<file path="src/rtl/pipeline_pkg.sv">
// Shared pipeline definitions: word width, NOP encoding and IF/ID squash FSM.
package pipeline_pkg;

   localparam int          DATA_W_DEF        = 32;
   localparam logic [31:0] NOP_WORD_DEF      = 32'h0000_0000;
   localparam int          FLUSH_BUBBLES_MIN = 1;
   localparam int          FLUSH_BUBBLES_MAX = 7;
   localparam int          BUB_CNT_W         = 3;

   typedef enum logic {
      IFID_RUN    = 1'b0,
      IFID_SQUASH = 1'b1
   } ifid_state_e;

endpackage

</file>
<file path="src/rtl/ifid_perf_counter.sv">
// Free-running wrapping event counter with increment enable.
module ifid_perf_counter #(
   parameter int W = 32
) (
   input  logic         CLK,
   input  logic         RST,
   input  logic         IncEn_i,
   output logic [W-1:0] Count_o
);

   logic [W-1:0] cnt_q;
   logic [W-1:0] cnt_d;

   always_comb begin
      cnt_d = cnt_q;
      if (IncEn_i) cnt_d = cnt_q + 1'b1;
   end

   always_ff @(posedge CLK) begin
      if (RST) cnt_q <= '0;
      else     cnt_q <= cnt_d;
   end

   assign Count_o = cnt_q;

endmodule

</file>
<file path="src/rtl/if_id_stage.sv">
// IF/ID pipeline register with stall hold, multi-cycle flush squash and NOP fill.
// Optional IFID_PERF_CNT_EN adds fetched/stalled/squashed event counters.
module if_id_stage
   import pipeline_pkg::*;
#(
   parameter int                DATA_W        = DATA_W_DEF,
   parameter int                FLUSH_BUBBLES = 1,
   parameter logic [DATA_W-1:0] NOP_WORD      = DATA_W'(NOP_WORD_DEF)
) (
   input  logic              CLK,
   input  logic              RST,
   input  logic              Stall,
   input  logic              Flush,
   input  logic [DATA_W-1:0] InstrIn,
   input  logic [DATA_W-1:0] IncPCIn,
   output logic [DATA_W-1:0] InstrOut,
   output logic [DATA_W-1:0] IncPCOut,
   output logic              ValidOut,
`ifdef IFID_PERF_CNT_EN
   output logic [31:0]       CntFetched,
   output logic [31:0]       CntStalled,
   output logic [31:0]       CntSquashed,
`endif
   output logic              Squashing
);

   if (FLUSH_BUBBLES < FLUSH_BUBBLES_MIN ||
       FLUSH_BUBBLES > FLUSH_BUBBLES_MAX) begin : g_bad_fb
      $error("if_id_stage: FLUSH_BUBBLES must be 1..7");
   end

   localparam bit MULTI_BUB = (FLUSH_BUBBLES > 1);
   localparam logic [BUB_CNT_W-1:0] BUB_RELOAD =
      BUB_CNT_W'(FLUSH_BUBBLES - 1);

   ifid_state_e          state_q, state_d;
   logic [BUB_CNT_W-1:0] cnt_q, cnt_d;
   logic [DATA_W-1:0]    instr_q, instr_d;
   logic [DATA_W-1:0]    pc_q, pc_d;
   logic                 valid_q, valid_d;

   always_comb begin
      state_d = state_q;
      cnt_d   = cnt_q;
      instr_d = instr_q;
      pc_d    = pc_q;
      valid_d = valid_q;
      if (Flush) begin
         instr_d = NOP_WORD;
         pc_d    = IncPCIn;
         valid_d = 1'b0;
         if (MULTI_BUB) begin
            state_d = IFID_SQUASH;
            cnt_d   = BUB_RELOAD;
         end else begin
            state_d = IFID_RUN;
            cnt_d   = '0;
         end
      end else if (Stall) begin
         // Hold everything; a stall never consumes a bubble.
         state_d = state_q;
      end else if (state_q == IFID_SQUASH) begin
         instr_d = NOP_WORD;
         valid_d = 1'b0;
         cnt_d   = cnt_q - 1'b1;
         if (cnt_q == BUB_CNT_W'(1)) state_d = IFID_RUN;
      end else begin
         instr_d = InstrIn;
         pc_d    = IncPCIn;
         valid_d = 1'b1;
      end
   end

   always_ff @(posedge CLK) begin
      if (RST) begin
         state_q <= IFID_RUN;
         cnt_q   <= '0;
         instr_q <= NOP_WORD;
         pc_q    <= '0;
         valid_q <= 1'b0;
      end else begin
         state_q <= state_d;
         cnt_q   <= cnt_d;
         instr_q <= instr_d;
         pc_q    <= pc_d;
         valid_q <= valid_d;
      end
   end

   assign InstrOut  = instr_q;
   assign IncPCOut  = pc_q;
   assign ValidOut  = valid_q;
   assign Squashing = (state_q == IFID_SQUASH);

`ifdef IFID_PERF_CNT_EN
   logic fetch_en, stall_en, squash_en;

   assign fetch_en  = !Flush && !Stall && (state_q == IFID_RUN);
   assign stall_en  = !Flush && Stall;
   assign squash_en = Flush || (!Stall && (state_q == IFID_SQUASH));

   ifid_perf_counter #(.W(32)) u_cnt_fetched (
      .CLK     (CLK),
      .RST     (RST),
      .IncEn_i (fetch_en),
      .Count_o (CntFetched)
   );

   ifid_perf_counter #(.W(32)) u_cnt_stalled (
      .CLK     (CLK),
      .RST     (RST),
      .IncEn_i (stall_en),
      .Count_o (CntStalled)
   );

   ifid_perf_counter #(.W(32)) u_cnt_squashed (
      .CLK     (CLK),
      .RST     (RST),
      .IncEn_i (squash_en),
      .Count_o (CntSquashed)
   );
`endif

endmodule

</file>
<file path="config.mk">
export PLATFORM = sky130hd
export DESIGN_NAME = if_id_stage
export DESIGN_NICKNAME = d
export VERILOG_FILES = /design/src/rtl/pipeline_pkg.sv /design/src/rtl/ifid_perf_counter.sv /design/src/rtl/if_id_stage.sv
export SDC_FILE = /design/constraint.sdc
export NUM_CORES = 1
export LEC_CHECK = 0
export CAP_MARGIN = 20
export CORE_MARGIN = 1.5
export CORE_UTILIZATION = 40
export CTS_BUF_LIST = sky130_fd_sc_hd__clkbuf_2 sky130_fd_sc_hd__clkbuf_4 sky130_fd_sc_hd__clkbuf_8
export DETAILED_ROUTE_END_ITERATION = 7
export HOLD_SLACK_MARGIN = 0.15
export PLACE_DENSITY = 0.88
export SLEW_MARGIN = 20
export SYNTH_ARGS = -nofsm -noshare
export SYNTH_HDL_FRONTEND = slang
export SYNTH_HIERARCHICAL = 1
export SYNTH_SLANG_ARGS = --single-unit
</file>
<file path="constraint.sdc">
create_clock -name CLK -period 2.3 [get_ports CLK]
set_clock_uncertainty 0.2 [all_clocks]
set_input_delay 0.575 -clock CLK [delete_from_list [all_inputs] [get_ports CLK]]
set_output_delay 0.575 -clock CLK [all_outputs]
set_load 0.01 [all_outputs]
</file>
==> out/results.tsv <==
metric	value	unit
CP Launch Type	register	
status	completed	
crit path cell chain	clkdlybuf4s50_1	
hold buffers post-CTS	0	
Final Total Pwr	0.00274	W
Post-CTS Setup Inserts	0	
Worst-Margin Slew	0.716	ns
DRT iter0 DRCs	97	
number of global-route vias before repair	2358	
final hold vios	0	
setup violators final	0	
die area	0.00641	mm²
Final ANT Viol Nets	0	
wire per inst	14.0	µm
CTS-repair resized insts	0	
first-pass GRT wire length	10500	µm
DPL Wire Length	4770	µm
initial antenna violation count	0	
Chip Width	80.1	µm
Critical Path AT	1.35	ns
Die Y	80.1	µm
Min-Delay Path Class	register to register	
DR pass1 iterations	4	
CP top delay family	buffers and inverters	
CP max FO	7	
leading post-synthesis cells by cell area	dfxtp_1 (58%), a22oi_1 (10%), nand2_1 (10%)	
Yosys reg bits	69	
RSZ-0062 raised after global routing	false	
share of cells above drive strength 1	6.42	%
Slew headroom	52.1	%
Tmin final	2.12	ns
worst-skew pair later-pin latency	0.34	ns
asr flop ratio synth	0	%
synth warn	6	
worst stage delay on the critical path	0.58	ns
PwrDens	685	mW/mm²
GR Overflow Total	0	
sequential fraction of the synthesis area	58.1	%
Top FF cell, synth	dfxtp_1	
cell area after synthesis	0.00238	mm²
port buffer count	133	
most common cell in the netlist	dfxtp_1	
Netlist cell types	18	
static leakage	1.53	nW
EDFF count, synth	0	
Crit-path slowest cell	clkdlybuf4s50_1	
CTS buffer count	9	
Via Count	2353	
area leader, netlist	dfxtp_1	
Root Driver	clkbuf_8	
Crit Path Category	register to primary output	
largest net degree at the start of global routing	39	
RD Place Congestion	0.738	
CP bufs+invs	1	
H-Tree Depth	3	
Synth Area per Inst	8.77	µm²
final core utilization	71.3	%
mean number of vias per cell	4.93	
Tot GR Track Use	21.5	%
Final Cycle Share	92.2	%
I/O pin total	134	
Placement Rows	27	
placeable core area	0.00561	mm²
max-slew violation count	0	
Clk pin slew, worst setup/hold paths	0.07	ns
starting density of the core	42.4	%
Area Overhead vs Synth	68.2	%
Post-Synthesis Cells	271	
Synth top area share	58.1	%
Clock Sinks	69	
peak supply drop	0.471	mV
fmax	471	MHz
synth cell count leaders	dfxtp_1 (69), nand2_1 (64), nor2_1 (38), a21oi_1 (33), a22oi_1 (32)	
DRC Markers	0	
Total Wirelength	6670	µm
CTS tree	yes	
diode count	0	
clk buf depth	2	
crit path capture type	primary output	
WP data required	1.52	ns
Max Cap Viol	0	
syn nets	341	
Final #Nets	470	
## cells in the final DEF, fill, tap and decap left out
cell type and n:
clkbuf_4 1, clkinvlp_4 3, o21ba_2 1, buf_12 2, dfxtp_2 1, buf_4 4
nor2_1 37, inv_1 3, nor2_4 1, nand3b_1 1, ha_1 2, nand2_1 64
o21bai_2 1, a22oi_1 32, dfxtp_1 68, nor2b_1 1, xor2_1 1, clkdlybuf4s50_1 133
or2_1 1, a21oi_1 33, clkinv_2 1, bufinv_16 2, clkbuf_8 9, xnor2_1 1
a211oi_1 2
## per-stage QoR
stage	TNS (ns)	area, µm²	setup WS, ns	hold WS [ns]	cells
CTS	0	4000	0.0286	0.253	477
global route	0	4000	0.127	0.273	477
finish	0	4000	0.179	0.251	477
detailed placement	-2.25	3780	-0.109	0.243	461
global placement	-6.54	3770	-0.212	0.237	461
floorplan	0	2380	0.737	0.276	271
## registers in the layout (all words and copies together) (netlist names)
| register | flops |
|---|---|
| cnt_q | 3 |
| ValidOut | 1 |
| InstrOut | 32 |
| Squashing | 1 |
| IncPCOut | 32 |
## power breakdown
part	leakage [nW]	internal (W)	switching, W
clock	0.102	0.000620	0.000451
combinational	0.863	0.000238	0.000156
sequential	0.567	0.00125	0.0000274
total	1.53	0.00211	0.000634
## metal layers
| metal | track usage (%) | share of wire, % | wire length [µm] |
|---|---|---|---|
| met1 | 21.9 | 38 | 2560 |
| met2 | 37.4 | 49 | 3280 |
| met3 | 8.86 | 10 | 696 |
| met4 | 10.9 | 1.9 | 124 |
| met5 | 0 | 0 | 0 |
## kinds of logic after synthesis
family / Yosys count / share of synthesized area [%]
AND/OR/NAND/NOR: 105 / 16.9
AO/OA/AOI/OAI: 69 / 18.6
flip-flops: 69 / 58.1
buffers and inverters: 24 / 4.58
XOR/XNOR: 2 / 0.737
adder cells (fa/ha/maj): 2 / 1.05
## path summary, 6_finish.rpt
path / startpoint / cells past startpoint / slack [ns] / endpoint
setup / recovery: Squashing / 1 / 0.18 / Squashing
setup reg to reg: Squashing / 3 / 0.76 / InstrOut[20]
hold / removal: IncPCOut[27] / 2 / 0.25 / IncPCOut[27]
hold reg to reg: IncPCOut[27] / 2 / 0.25 / IncPCOut[27]
## cell type report
class,count,area (µm²)
flip-flops and latches,69,1380
well taps,72,90.1
clock buffers,10,131
multi-input cells,178,895
inverters,3,11.3
clock inverters,6,87.6
repair buffers,139,1400
fillers,451,1610
(Power assumes the default switching activity.)
==> variant 1, RTL diff (same settings) <==
Make the reset (`RST`) asynchronous in one clocked block.
--- a/src/rtl/if_id_stage.sv
+++ b/src/rtl/if_id_stage.sv
@@ -73,3 +73,3 @@
 
-   always_ff @(posedge CLK) begin
+   always_ff @(posedge CLK or posedge RST) begin
       if (RST) begin
Formal check against the unedited RTL: differs if RST is asserted again (counterexample within 4 cycles, from zero or initial values and one cycle with RST high); with RST held inactive, the same outputs for 10 cycles.
==> variant 1 against the original RTL <==
  * Sequential cell count stayed put
  * Design area is 14% higher
  * Critical path depth did not move
  * Hold slack gained 0.054 ns
  * Synthesized area is 24% higher
  * Wire length increased by 2.3%
  * Power increased by 3.2%
  * Setup slack improved by 0.052 ns
==> variant 1: results (changes against the original RTL) <==
Clock network
  – CTS max path bufs: 2 (unchanged)
  – Post-CTS sizing: 0 (unchanged)
  – Clk root buf: clkbuf_8
  – Clk_lat worst skew: 0.32 ns (-0.02 ns)
  – CTS buffer count: 9 (unchanged)
  – H-tree Lvls: 3 (unchanged)
  – Setup repair bufs after CTS: 0 (unchanged)

Drt
  – Highest routed layer: met4
  – Via count: 2,211 (-6.0%)
  – Drt first-iter violations: 55 (-43%)
  – Met3 wire length: 503 um (-28%)
  – Routed wl met2: 3.33 mm (+1.4%)
  – Drt pass-1 iters: 5 (+1)
  – DR WL/cell: 14.5 um (+4.0%)
  – Met1 Wirelength: 2.93 mm (+14%)

Synth
  – Post-Syn Nets: 304 (-11%)
  – Register area share after synthesis: 58.7% (+0.64 points)
  – Top cells by area, synth: dfrtp_1, mux2_4, nor3b_1
  – Yosys warns: 6 (unchanged)
  – Synth top cells by count: dfrtp_1, nor2_1, a21oi_1, mux2_4, nor3b_1
  – Cell variety after synth: 22 (+4)
  – Main flop type after synthesis: dfrtp_1
  – Async S/R FF share, synth: 100% (+100 points)

Hold path
  – Hold EP: IncPCOut[1]
  – Hold Crit Class: flop to flop
  – Hold Startpoint: IncPCOut[1]
  – Hold Path Stages: 1 (-1)

Critical path
  – Worst Path Max Fanout: 4 (-3)
  – Reg2Reg Setup Slack: 0.56 ns (-0.20 ns)
  – Crit Reg-Reg Endpoint: IncPCOut[1]
  – Max incr delay on CP: 0.56 ns (-0.02 ns)
  – Slowest-stage cell, CP: clkdlybuf4s50_1
  – FF-to-FF path depth: 4 (+1)
  – Reg2reg start: Squashing
  – Delay-heaviest family, CP: buffers and inverters
  – Arrival time at the worst endpoint: 1.29 ns (-0.06 ns)

Layout
  – Fin nets: 435 (-7.4%)
  – Share of layout cells above drive strength 1: 15.7% (+9.3 points)

Power and ir drop
  – Peak supply drop: 0.417 mV (-11%)
  – Static leakage: 1.99 nW (+30%)

GRT
  – Wire length of the first global-routing pass: 10.6 mm (+0.66%)
  – Largest net degree at the start of global routing: 70 (+79%)
  – Antenna violations before repair: 0 (unchanged)
  – Tot GR Track Use: 17.5% (-3.9 points)

STA
  – Rel. slew slack: 62.9% (+11 points)
  – Final worst slack: 0.231 ns (+0.0522 ns)

Placement
  – Port bufs: 133 (unchanged)
  – Final RePlAce weighted congestion: 0.695 (-5.8%)
  – Dpl ws: 0.121 ns (+0.230 ns)
  – DP Wirelength: 4.77 mm (about the same)

Outcome
  – Status: finished clean
## variant 1: cell count changes after synthesis, moves of 2 or more
cell | before | now
a22oi_1 | 32 | 2
buf_1 | 0 | 5
buf_2 | 12 | 1
buf_6 | 0 | 4
dfrtp_1 | 0 | 69
dfxtp_1 | 69 | 0
mux2_2 | 0 | 2
mux2_4 | 0 | 30
nand2_1 | 64 | 0
nor3b_1 | 0 | 30
## variant 1: worst max path at each step
stage / from / endpoint
3_3_place_gp: Flush / IncPCOut[29]
3_5_place_dp: Flush / IncPCOut[26]
5_1_grt: Squashing / Squashing
4_1_cts: Squashing / Squashing
2_1_floorplan: Squashing / IncPCOut[0]
6_report: Squashing / Squashing
## variant 1: layout make-up
cell class                      instances  area [sq um]
Tap cell                               99           124
Sequential cell                        69          1730
Inverter                                3          15.0
Clock inverter                          4          48.8
Fill cell                             588          2620
Multi-Input combinational cell        143          1090
Clock buffer                           12           146
Timing Repair Buffer                  139          1400
## variant 1: metrics by stage
step | cells | hold slack (ns) | area, sq um | power [mW]
6_report | 469 | 0.305 | 4550 | 2.83
5_1_grt | 469 | 0.327 | 4550 | 2.97
4_1_cts | 469 | 0.310 | 4550 | 2.88
3_5_place_dp | 453 | 0.295 | 4360 | 1.89
3_3_place_gp | 453 | 0.291 | 4360 | 1.88
2_1_floorplan | 234 | 0.306 | 2940 | 1.58
## variant 1: cells by family (layout without fill, tap and decap cells)
kind of cell               Yosys count  in the layout  synth area share [%]
xor gates and xnor gates             2              2                 0.596
buffers and inverters               22            158                  4.00
and+or+nand+nor                     72             72                  13.5
AOI/OAI and AO/OA                   35             35                  6.22
DFF                                 69             69                  58.7
muxes                               32             32                  16.1
adders and majority gates            2              2                 0.851
## variant 1: where the power goes
part / total (mW) / switching, mW / internal (mW)
sequential: 1.34 / 0.0447 / 1.29
combinational: 0.530 / 0.190 / 0.340
clock: 0.964 / 0.427 / 0.536
total: 2.83 / 0.662 / 2.17
## variant 1: per-layer routing
layer,GRT usage [%],vias to the layer above
li1,-,1054
met1,22.9,1067
met2,27.8,82
met3,4.94,8
met4,6.68,0
met5,0,-
==> variant 2, RTL diff (same flow settings) <==
Made on the original files. Add a define of `IFID_PERF_CNT_EN`.
--- a/src/rtl/if_id_stage.sv
+++ b/src/rtl/if_id_stage.sv
@@ -2,2 +2,4 @@
 // Optional IFID_PERF_CNT_EN adds fetched/stalled/squashed event counters.
+`define IFID_PERF_CNT_EN
+
 module if_id_stage
Check against the original RTL (old outputs only; new: CntFetched, CntSquashed and CntStalled): equivalent (Yosys induction, for registers that start in step).
==> variant 2 against the original RTL <==
  * Critical path depth stayed put
  * Sequential power is 130% higher
  * Setup slack worse by 0.13 ns
  * Design area grew to 2.6 times the old value
  * Largest power group unchanged
  * Highest routed layer unchanged
  * Clock power is 120% higher
  * Sequential cell count is 96 higher
  * Power is 110% higher
  * Wire length grew to 2.9 times the old value
  * Via count grew to 2.9 times the old value
  * Synthesized area grew to 3.0 times the old value
  * First-iteration DRC count grew to 2.9 times the old value
==> variant 2: results (changes against the original RTL) <==
Outcome
  – Status: finished clean

Clock network
  – Clk_lat worst skew: 0.45 ns (+0.11 ns)
  – Reg clk slew, reported paths: 0.09 ns (+0.02 ns)
  – Post-CTS sizing: 10 (+10)

Drt
  – Drt pass-1 iters: 5 (+1)
  – Avg Vias per Cell: 5.20 (+5.4%)

Placement
  – Final RePlAce weighted congestion: 0.801 (+8.6%)
  – Post-DP Area: 0.00992 sq mm (+160%)

Synth
  – Synth Instances: 817 (+200%)
  – Post-Syn Nets: 890 (+160%)
  – Top cells by area, synth: dfxtp_1, nor2_1, nand2_1
  – Cell variety after synth: 39 (+21)

GRT
  – Wire length of the first global-routing pass: 31.3 mm (+200%)
  – Met3 track demand over resource: 6.04% (-2.8 points)
  – Vias in the first global route: 6,484 (+170%)
  – Largest net degree at the start of global routing: 108 (+180%)

Power and ir drop
  – Static leakage: 4.04 nW (+160%)
  – Peak supply drop: 0.373 mV (-21%)
  – Net Sw Power: 1.36 mW (+110%)

Critical path
  – Origin of the worst setup path: u_cnt_squashed/Count_o[16]
  – Reg2Reg Setup Slack: 0.11 ns (-0.65 ns)
  – FF-to-FF path depth: 4 (+1)
  – Reg2reg start: u_cnt_fetched/Count_o[19]

STA
  – Slew @ Worst Pin: 0.480 ns (-0.237 ns)
  – Final Hold Slack: 0.252 ns (+0.00155 ns)

Layout
  – Fillcell total: 1,457 (+220%)

Hold path
  – Hold EP: IncPCOut[4]
  – Hold Startpoint: IncPCOut[4]
-- variant 2: cell count changes after synthesis, moves of 30 or more --
cell and change:
dfxtp_1 +96, nor2_1 +77, nor3_1 +32, nor2b_1 +31, nand4_1 +30
-- variant 2: cells by family after synthesis --
family	share of synthesized area (%)
AND/OR/NAND/NOR	28.1
buffers and inverters	4.47
XOR/XNOR	5.05
flip-flops	46.4
AO/OA/AOI/OAI	9.41
multiplexers	5.65
adder cells (fa/ha/maj)	0.880
-- variant 2: final cells by class --
cell class                      instances  area [sq um]  area share [%]
Sequential cell                       165          3320            31.9
Inverter                               15          56.3           0.540
Timing Repair Buffer                  283          2760            26.5
Tap cell                              225           282            2.70
Clock inverter                          9           138            1.32
Multi-Input combinational cell        586          3550            34.1
Clock buffer                           23           310            2.98
-- variant 2: metal layers --
layer | vias to the layer above | wire length (um)
li1 | 3319 | -
met3 | 31 | 1250
met2 | 190 | 9860
met1 | 3252 | 8060
met5 | - | 0
met4 | 0 | 364
